$ cat src/rtl/mmio_pkg.sv
// Shared constants and types for the memory-mapped UART transmitter.
package mmio_pkg;

    localparam logic [31:0] TX_ADDR_DEFAULT = 32'hFFFF_FFF0;
    localparam int          FRAME_BITS      = 10;

    typedef enum logic [1:0] {
        IDLE,
        START,
        DATA,
        STOP
    } uart_state_t;

endpackage

$ cat src/rtl/sync_fifo.sv
// Synchronous FIFO with show-ahead read data.
// Latency: a push is visible on dout the cycle after the write edge.
// Backpressure: push while full is ignored unless a pop happens on the same edge.
module sync_fifo #(
    parameter int WIDTH = 8,
    parameter int DEPTH = 8
) (
    input  logic             clk,
    input  logic             rst_n,
    input  logic             push,
    input  logic             pop,
    input  logic [WIDTH-1:0] din,
    output logic [WIDTH-1:0] dout,
    output logic             full,
    output logic             empty
);

    localparam int AW = $clog2(DEPTH);

    logic [WIDTH-1:0] mem [DEPTH];
    logic [AW:0]      wptr;
    logic [AW:0]      rptr;
    logic             wr_en;
    logic             rd_en;

    assign full  = (wptr[AW] != rptr[AW]) && (wptr[AW-1:0] == rptr[AW-1:0]);
    assign empty = (wptr == rptr);
    assign dout  = mem[rptr[AW-1:0]];

    // A pop on the same edge frees the slot the push needs.
    assign wr_en = push && (!full || pop);
    assign rd_en = pop && !empty;

    always_ff @(posedge clk or negedge rst_n) begin
        if (!rst_n) begin
            wptr <= '0;
            rptr <= '0;
        end else begin
            if (wr_en) wptr <= wptr + 1'b1;
            if (rd_en) rptr <= rptr + 1'b1;
        end
    end

    always_ff @(posedge clk) begin
        if (wr_en) mem[wptr[AW-1:0]] <= din;
    end

endmodule

$ cat src/rtl/mmio_uart_tx.sv
// Snoops store bus for writes to TX_ADDR and serialises the bytes 8N1 on tx.
// Latency: tx drops for the start bit two edges after the store when idle.
// Backpressure: none upstream; stores that find the FIFO full are counted in drop_cnt.
module mmio_uart_tx
    import mmio_pkg::*;
#(
    parameter logic [31:0] TX_ADDR  = TX_ADDR_DEFAULT,
    parameter int          BAUD_DIV = 16,
    parameter int          DEPTH    = 8
) (
    input  logic        clk,
    input  logic        reset,
    input  logic        MemWriteM,
    input  logic [31:0] DataAdrM,
    input  logic [31:0] WriteDataM,
    output logic        tx,
    output logic        fifo_full,
    output logic        busy,
    output logic [7:0]  drop_cnt
);

    localparam int             CW        = $clog2(BAUD_DIV);
    localparam logic [CW-1:0]  BAUD_LAST = CW'(BAUD_DIV - 1);

    uart_state_t   state;
    logic [CW-1:0] baud_cnt;
    logic [2:0]    bit_cnt;
    logic [7:0]    shreg;

    logic          hit;
    logic          pop;
    logic          baud_done;
    logic          fifo_empty;
    logic [7:0]    fifo_dout;
    logic          unused_wdata;

    assign unused_wdata = ^WriteDataM[31:8];

    assign hit       = MemWriteM && (DataAdrM == TX_ADDR);
    assign baud_done = (baud_cnt == BAUD_LAST);
    // The head byte is taken either from idle or at the very end of a stop bit.
    assign pop       = !fifo_empty && ((state == IDLE) || (state == STOP && baud_done));
    assign busy      = (state != IDLE) || !fifo_empty;

    sync_fifo #(
        .WIDTH (8),
        .DEPTH (DEPTH)
    ) u_fifo (
        .clk   (clk),
        .rst_n (reset),
        .push  (hit),
        .pop   (pop),
        .din   (WriteDataM[7:0]),
        .dout  (fifo_dout),
        .full  (fifo_full),
        .empty (fifo_empty)
    );

    always_ff @(posedge clk or negedge reset) begin
        if (!reset) begin
            drop_cnt <= 8'd0;
        end else if (hit && fifo_full && !pop && drop_cnt != 8'hFF) begin
            drop_cnt <= drop_cnt + 8'd1;
        end
    end

    always_ff @(posedge clk or negedge reset) begin
        if (!reset) begin
            state    <= IDLE;
            baud_cnt <= '0;
            bit_cnt  <= 3'd0;
            shreg    <= 8'd0;
            tx       <= 1'b1;
        end else begin
            case (state)
                IDLE: begin
                    if (!fifo_empty) begin
                        state    <= START;
                        shreg    <= fifo_dout;
                        baud_cnt <= '0;
                        tx       <= 1'b0;
                    end
                end
                START: begin
                    if (baud_done) begin
                        state    <= DATA;
                        baud_cnt <= '0;
                        bit_cnt  <= 3'd0;
                        tx       <= shreg[0];
                        shreg    <= shreg >> 1;
                    end else begin
                        baud_cnt <= baud_cnt + 1'b1;
                    end
                end
                DATA: begin
                    if (baud_done) begin
                        baud_cnt <= '0;
                        if (bit_cnt == 3'd7) begin
                            state <= STOP;
                            tx    <= 1'b1;
                        end else begin
                            bit_cnt <= bit_cnt + 3'd1;
                            tx      <= shreg[0];
                            shreg   <= shreg >> 1;
                        end
                    end else begin
                        baud_cnt <= baud_cnt + 1'b1;
                    end
                end
                STOP: begin
                    if (baud_done) begin
                        baud_cnt <= '0;
                        if (!fifo_empty) begin
                            state <= START;
                            shreg <= fifo_dout;
                            tx    <= 1'b0;
                        end else begin
                            state <= IDLE;
                            tx    <= 1'b1;
                        end
                    end else begin
                        baud_cnt <= baud_cnt + 1'b1;
                    end
                end
                default: begin
                    state <= IDLE;
                    tx    <= 1'b1;
                end
            endcase
        end
    end

endmodule

$ cat config.mk
export PLATFORM = sky130hd
export DESIGN_NAME = mmio_uart_tx
export DESIGN_NICKNAME = d
export VERILOG_FILES = /design/src/rtl/mmio_pkg.sv /design/src/rtl/sync_fifo.sv /design/src/rtl/mmio_uart_tx.sv
export SDC_FILE = /design/constraint.sdc
export NUM_CORES = 1
export LEC_CHECK = 0
export BUFFER_PORTS_ARGS = -buffer_cell sky130_fd_sc_hd__buf_2
export CAP_MARGIN = 20
export CORE_ASPECT_RATIO = 0.6
export CORE_MARGIN = 5
export CORE_UTILIZATION = 33
export CTS_BUF_LIST = sky130_fd_sc_hd__clkbuf_4
export DETAILED_ROUTE_END_ITERATION = 8
export PLACE_DENSITY = 0.56
export SLEW_MARGIN = 10
export SYNTH_ARGS = -nofsm -noshare
export SYNTH_HDL_FRONTEND = slang
export SYNTH_HIERARCHICAL = 1
export SYNTH_SLANG_ARGS = --single-unit
$ cat constraint.sdc
create_clock -name clk -period 5.2 [get_ports clk]
set_clock_uncertainty 0.15 [all_clocks]
set_input_delay 0 -clock clk [delete_from_list [all_inputs] [get_ports clk]]
set_output_delay 0 -clock clk [all_outputs]
set_load 0.02 [all_outputs]
==> results.json, run 1 <==
{
  "status": "completed",
  "core_area_mm2": 0.01358,
  "clk_pin_slew_ns": 0.16,
  "final_common_cell": "edfxtp_1",
  "first_pass_iters": 4,
  "finalSetupViolations": 0,
  "syn_inst": 305,
  "cp-start-kind": "flop",
  "ys.flop_type": "edfxtp_1",
  "r2r_start": "u_fifo/rptr[1]",
  "utilization_pct": 38.82,
  "crit_end": "state[0]",
  "crit_chain": "xnor2_1, nand3_2, nor2_1, inv_1, nor2_1, inv_1, o21ai_0, nor2_1, a31oi_1, o22a_1",
  "slew_headroom_pct": 38.68,
  "vias": 2787,
  "yosysSeqAreaShare_pct": 60.96,
  "dp_hpwl_um": 6358,
  "netlist.area_leader.share_pct": 42.23,
  "cts.sinks": 98,
  "synth_area_leader_cell": "edfxtp_1",
  "hold_class": "in2reg",
  "p_leak_uw": 0.002034,
  "drv_cap": 0,
  "finalHoldViolations": 0,
  "comb_power_share_pct": 4.5,
  "place_congestion": 0.8139,
  "ys_top_cells_by_area": "edfxtp_1 (42%), dfrtp_1 (18%), mux4_2 (4.5%), mux4_1 (4.0%), ha_1 (3.0%)",
  "start_util_pct": 33.50,
  "chipHeight_um": 101.0,
  "r2r_end": "state[0]",
  "p_sw_share_pct": 23.75,
  "slew_violations": 0,
  "crit_start": "u_fifo/rptr[1]",
  "grt_start_max_net_pins": 21,
  "critPathMaxFanout": 20,
  "cp_common_cell": "nor2_1",
  "cts_made_buffers": 9,
  "num_rows": 33,
  "cp-end-kind": "flop",
  "p_sw_uw": 309.1,
  "rsz0062_at_grt": "no",
  "layout-drive-gt1-share_pct": 28.05,
  "synthArstFlopShare_pct": 34.69,
  "power_per_cell_area_mw_per_mm2": 246.8,
  "synth.ff_latch_count": 98,
  "min_period_over_period_pct": 64.82,
  "finalWirelength_um": 9033,
  "netlist_area_mm2": 0.004551,
  "pwr-share-seq_pct": 66.9,
  "synth_warnings": 6,
  "first_global_vias": 2911,
  "die_w_um": 161.6,
  "cts_buffer_depth": 2,
  "fillers": 1257,
  "post_cts_buffers": 0,
  "worst_slew_pin_slew_ns": 0.9164,
  "track_usage_pct": 11.88,
  "grt_pass1_wl_um": 14970,
  "internal-power_uw": 992.3,
  "cp_data_arrival_time_ns": 3.62,
  "reg2reg_depth": 10,
  "drc": 0,
  "ys_types": 51,
  "ir_worst_vdd_mv": 0.1167,
  "synth_edf_count": 64,
  "crit_cells": 10,
  "max_freq_mhz": 296.7,
  "antenna_found_initial": 1,
  "area_delta_synth_final_pct": 15.89,
  "io-pin-count": 78,
  "root_buffer": "clkbuf_4",
  "drt-initial-drc-count": 154,
  "critPathMaxStageDelay_ns": 0.94,
  "crit_family": "simple AND/OR/NAND/NOR gates",
  "insertion_delay_ns": 0.45,
  "path_class": "reg2reg",
  "layout_common_cells": "edfxtp_1 (64), buf_2 (53), dfrtp_1 (33)",
  "p_clk_share_pct": 28.5,
  "critical_path_buf_inv_count": 2,
  "r2r_slack_ns": 1.83,
  "wl_per_cell_um": 16.07,
  "syn-num-nets": 383,
  "io_buffers": 53,
  "crit_required_ns": 5.45,
  "fin_crit_ns": 3.370,
  "cp_slowest_cell": "dfrtp_1",
  "die_area_mm2": 0.01632,
  "drtAntennaViolNets": 0,
  "fin_setup_tns_ns": 0,
  "cts_tree": "done",
  "vias_per_cell": 4.959,
  "postSynthAreaPerCell_um2": 14.92,
  "fin_nets": 458,
  "htreeDepth": 3,
  "grt-ovfl-total": 0
}
registers in the layout, indices dropped and copies added (netlist names):
register / count
baud_cnt: 4
u_fifo/rptr: 4
drop_cnt: 8
u_fifo/mem: 64
tx: 1
state: 2
u_fifo/wptr: 4
bit_cnt: 3
shreg: 8
cell families (layout without fill, tap and decap cells):
logic type | Yosys count | after routing | synth area share (%)
buffers and inverters | 20 | 100 | 2.887
and+or+nand+nor | 89 | 89 | 10.20
muxes | 36 | 36 | 13.91
other | 0 | 2 | 0
DFF | 98 | 98 | 60.96
xor gates and xnor gates | 15 | 15 | 3.217
AOI/OAI and AO/OA | 36 | 36 | 5.802
adders and majority gates | 11 | 11 | 3.024
power by group through the flow:
stage                     sequential [uW]  clock (uW)  combinational (uW)
after global placement                888           0                48.7
final                                 871         371                58.8
after detailed placement              888           0                52.5
after CTS                             872         395                60.3
after global routing                  876         426                70.4
after floorplan                       885           0                20.8
layer usage:
metal  vias up  part of all wire [%]  routed length, um  track usage [%]
met5         -                     0                  0                0
met4         0                  0.96                 87            3.342
met3         8                   4.8                436            3.188
met2        71                    45               4054            18.16
met1      1377                    49               4456            16.79
li1       1331                     -                  -                -
through the flow:
step	cell area (um2)	power, uW	setup WS (ns)	hold slack (ns)	instances
floorplan	4551	905.4	2.369	-0.4456	305
global placement	4997	936.7	1.901	-0.02553	529
detailed placement	4997	940.6	1.850	-0.01551	529
CTS	5261	1327	1.819	0.001263	559
global route	5274	1372	1.482	0.03834	562
finish	5274	1301	1.830	0.03296	562
area by class of cell:
| class | count | area (um2) | share of cell area, % |
|---|---|---|---|
| diodes | 2 | 5.005 | 0.09490 |
| clock buffers | 9 | 67.56 | 1.281 |
| clock inverters | 7 | 56.30 | 1.068 |
| inverters | 7 | 26.28 | 0.4982 |
| multi-input cells | 187 | 1645 | 31.20 |
| flip-flops and latches | 98 | 2774 | 52.60 |
| well taps | 175 | 219.0 | 4.152 |
| repair buffers | 77 | 480.5 | 9.110 |
worst min-delay path by stage:
stage,from,endpoint,cells past startpoint
floorplan,reset,baud_cnt[0],0
global placement,reset,baud_cnt[3],1
detailed placement,reset,bit_cnt[2],1
CTS,DataAdrM[14],drop_cnt[3],6
global route,DataAdrM[7],u_fifo/wptr[2],6
finish,DataAdrM[17],drop_cnt[3],6
synthesized netlist by cell type (all sizes together), types with 2 or more instances:
library cell,instances
a21oi,4
a22o,3
and2,2
and3,6
buf,11
clkbuf,2
dfrtp,33
edfxtp,64
ha,11
inv,7
mux2,13
mux2i,7
mux4,16
nand2,27
nand2b,4
nand3,8
nand4,9
nor2,16
nor3,7
nor4,4
o21ai,16
o221ai,2
o311ai,3
o31ai,3
xnor2,14
what timing repair did:
item,CTS,global route
endpoints found under the setup margin,0,0
hold buffers,14,0
hold endpoints to repair,103,0
gates resized for setup,0,0
worst min-delay path: cells and delay by family:
family | cells | cell delay [ns]
XOR/XNOR | 1 | 0.06
AND/OR/NAND/NOR | 4 | 0.46
buffers and inverters | 1 | 0.09
No activity file was read; power rests on OpenSTA's default activity.
==> run 2: changes to the inputs <==
==> constraint.sdc (replaced) <==
create_clock -name clk -period 3.4 [get_ports clk]
set_clock_uncertainty 0.15 [all_clocks]
set_input_delay 0 -clock clk [delete_from_list [all_inputs] [get_ports clk]]
set_output_delay 0 -clock clk [all_outputs]
set_load 0.02 [all_outputs]
==> results.json, run 2 (synthesis gave the netlist of run 1 again) <==
{
  "status": "completed",
  "fin_crit_ns": 2.799,
  "max_freq_mhz": 357.3,
  "layout_common_cells": "edfxtp_1 (64), buf_2 (53), dfrtp_1 (33)",
  "largest_reg_flops": 64,
  "chipHeight_um": 101.0,
  "drv_cap": 0,
  "htreeDepth": 3,
  "finalHoldViolations": 0,
  "drc": 0,
  "r2r_end": "drop_cnt[1]",
  "antenna_cells": 0,
  "p_sw_uw": 503.5,
  "critPathMaxFanout": 8,
  "vias_per_cell": 4.888,
  "min_to": "u_fifo/wptr[2]",
  "worstHoldStart": "DataAdrM[7]",
  "io_buffers": 53,
  "layout-drive-gt1-share_pct": 28.79,
  "crit_chain": "xnor2_1, nand3_2, nor2_1, nand2b_1, o221ai_1, a41oi_1, nand2_1, mux2_1",
  "cts_tree": "done",
  "root_buffer": "clkbuf_4",
  "area_delta_synth_final_pct": 16.83,
  "fin_setup_tns_ns": 0,
  "cts_buffer_depth": 2,
  "first_global_vias": 2719,
  "grt_pass1_wl_um": 14460,
  "fin_nets": 462,
  "crit_required_ns": 3.60,
  "fillers": 1255,
  "ir_worst_vdd_mv": 0.2111,
  "cp-end-kind": "flop",
  "io-pin-count": 78,
  "cp_data_arrival_time_ns": 3.00,
  "p_clk_share_pct": 30.1,
  "reg2reg_depth": 8,
  "core_area_mm2": 0.01358,
  "cp_slowest_cell": "dfrtp_1",
  "internal-power_uw": 1532,
  "grt_start_max_net_pins": 26,
  "min_period_over_period_pct": 82.32,
  "drt-initial-drc-count": 138,
  "critPathMaxStageDelay_ns": 0.53,
  "path_class": "reg2reg",
  "r2r_slack_ns": 0.60,
  "crit_family": "simple AND/OR/NAND/NOR gates",
  "comb_power_share_pct": 4.4,
  "wl_per_cell_um": 15.77,
  "cts-resized-gates": 0,
  "pwr-share-seq_pct": 65.5,
  "finalWirelength_um": 8896,
  "place_congestion": 0.8182,
  "rsz0062_at_grt": "no",
  "fin_cells": 564,
  "start_util_pct": 33.50,
  "first_pass_iters": 4,
  "final_common_cell": "edfxtp_1",
  "slew_violations": 0,
  "p_sw_share_pct": 24.74,
  "critical_path_buf_inv_count": 0,
  "p_leak_uw": 0.002066,
  "worst_slew_pin_slew_ns": 0.6470,
  "grt-ovfl-total": 0,
  "dp_cells": 534,
  "cp-start-kind": "flop",
  "insertion_delay_ns": 0.46,
  "finalSetupViolations": 0,
  "die_area_mm2": 0.01632,
  "antenna_found_initial": 0,
  "slew_headroom_pct": 56.71,
  "dp_hpwl_um": 6223,
  "holdPathStages": 6,
  "r2r_start": "u_fifo/wptr[2]",
  "post_cts_buffers": 0,
  "track_usage_pct": 11.45,
  "hold_class": "in2reg",
  "vias": 2757,
  "die_w_um": 161.6,
  "drtAntennaViolNets": 0,
  "power_per_cell_area_mw_per_mm2": 382.8,
  "clk_pin_slew_ns": 0.17,
  "num_rows": 33,
  "cts.sinks": 98,
  "cts_made_buffers": 9
}
run 2: timing repair:
action | 4_1_cts | 5_1_grt
endpoints found under the setup margin | 0 | 0
hold buffers | 14 | 0
hold endpoints to repair | 103 | 0
run 2: worst max path at each step:
| stage | from | endpoint | slack (ns) | cells after the start |
|---|---|---|---|---|
| 2_1_floorplan | u_fifo/rptr[0] | u_fifo/mem[0][0] | 0.57 | 9 |
| 3_3_place_gp | u_fifo/wptr[2] | drop_cnt[1] | 0.79 | 8 |
| 3_5_place_dp | u_fifo/wptr[1] | drop_cnt[1] | 0.71 | 8 |
| 4_1_cts | u_fifo/wptr[2] | drop_cnt[1] | 0.67 | 8 |
| 5_1_grt | u_fifo/wptr[2] | drop_cnt[1] | 0.42 | 8 |
| 6_report | u_fifo/wptr[2] | drop_cnt[1] | 0.60 | 8 |
run 2: through the flow:
stage	cell area [um2]	hold slack (ns)	total power [uW]	util (%)	setup slack (ns)
2_1_floorplan	4551	-0.4456	1385	-	0.5687
3_3_place_gp	5035	-0.01828	1432	37.06	0.7890
3_5_place_dp	5035	-0.006178	1438	37.06	0.7052
4_1_cts	5316	0.005109	2067	39.14	0.6697
5_1_grt	5316	0.05449	2136	39.14	0.4230
6_report	5316	0.04251	2035	39.14	0.6012
run 2: final cells by class:
cell class	instances	area (um2)	area share, %
Clock inverter	7	73.82	1.389
Tap cell	175	219.0	4.119
Inverter	7	26.28	0.4942
Clock buffer	9	67.56	1.271
Multi-Input combinational cell	187	1645	30.95
Timing Repair Buffer	81	510.5	9.602
Sequential cell	98	2774	52.18
run 2: tightest hold or removal path, stage by stage:
cell and delay [ns]:
buf_2 0.09, nand4_1 0.06, nor2_1 0.04, and3_1 0.25, o311ai_4 0.13, xnor2_1 0.05
run 2: layer usage:
layer,global-route usage [%],vias up,wire (um)
li1,-,1331,-
met1,17.00,1344,4455
met2,16.45,73,3866
met3,3.188,9,462
met4,3.211,0,112
met5,0,-,0
run 2: power groups by stage:
stage          Clock, uW  Sequential (uW)  Combinational, uW
4_1_cts              641             1330               92.4
6_report             613             1330               89.7
3_5_place_dp           0             1360               80.1
3_3_place_gp           0             1360               74.9
5_1_grt              694             1340                104
2_1_floorplan          0             1350               31.8
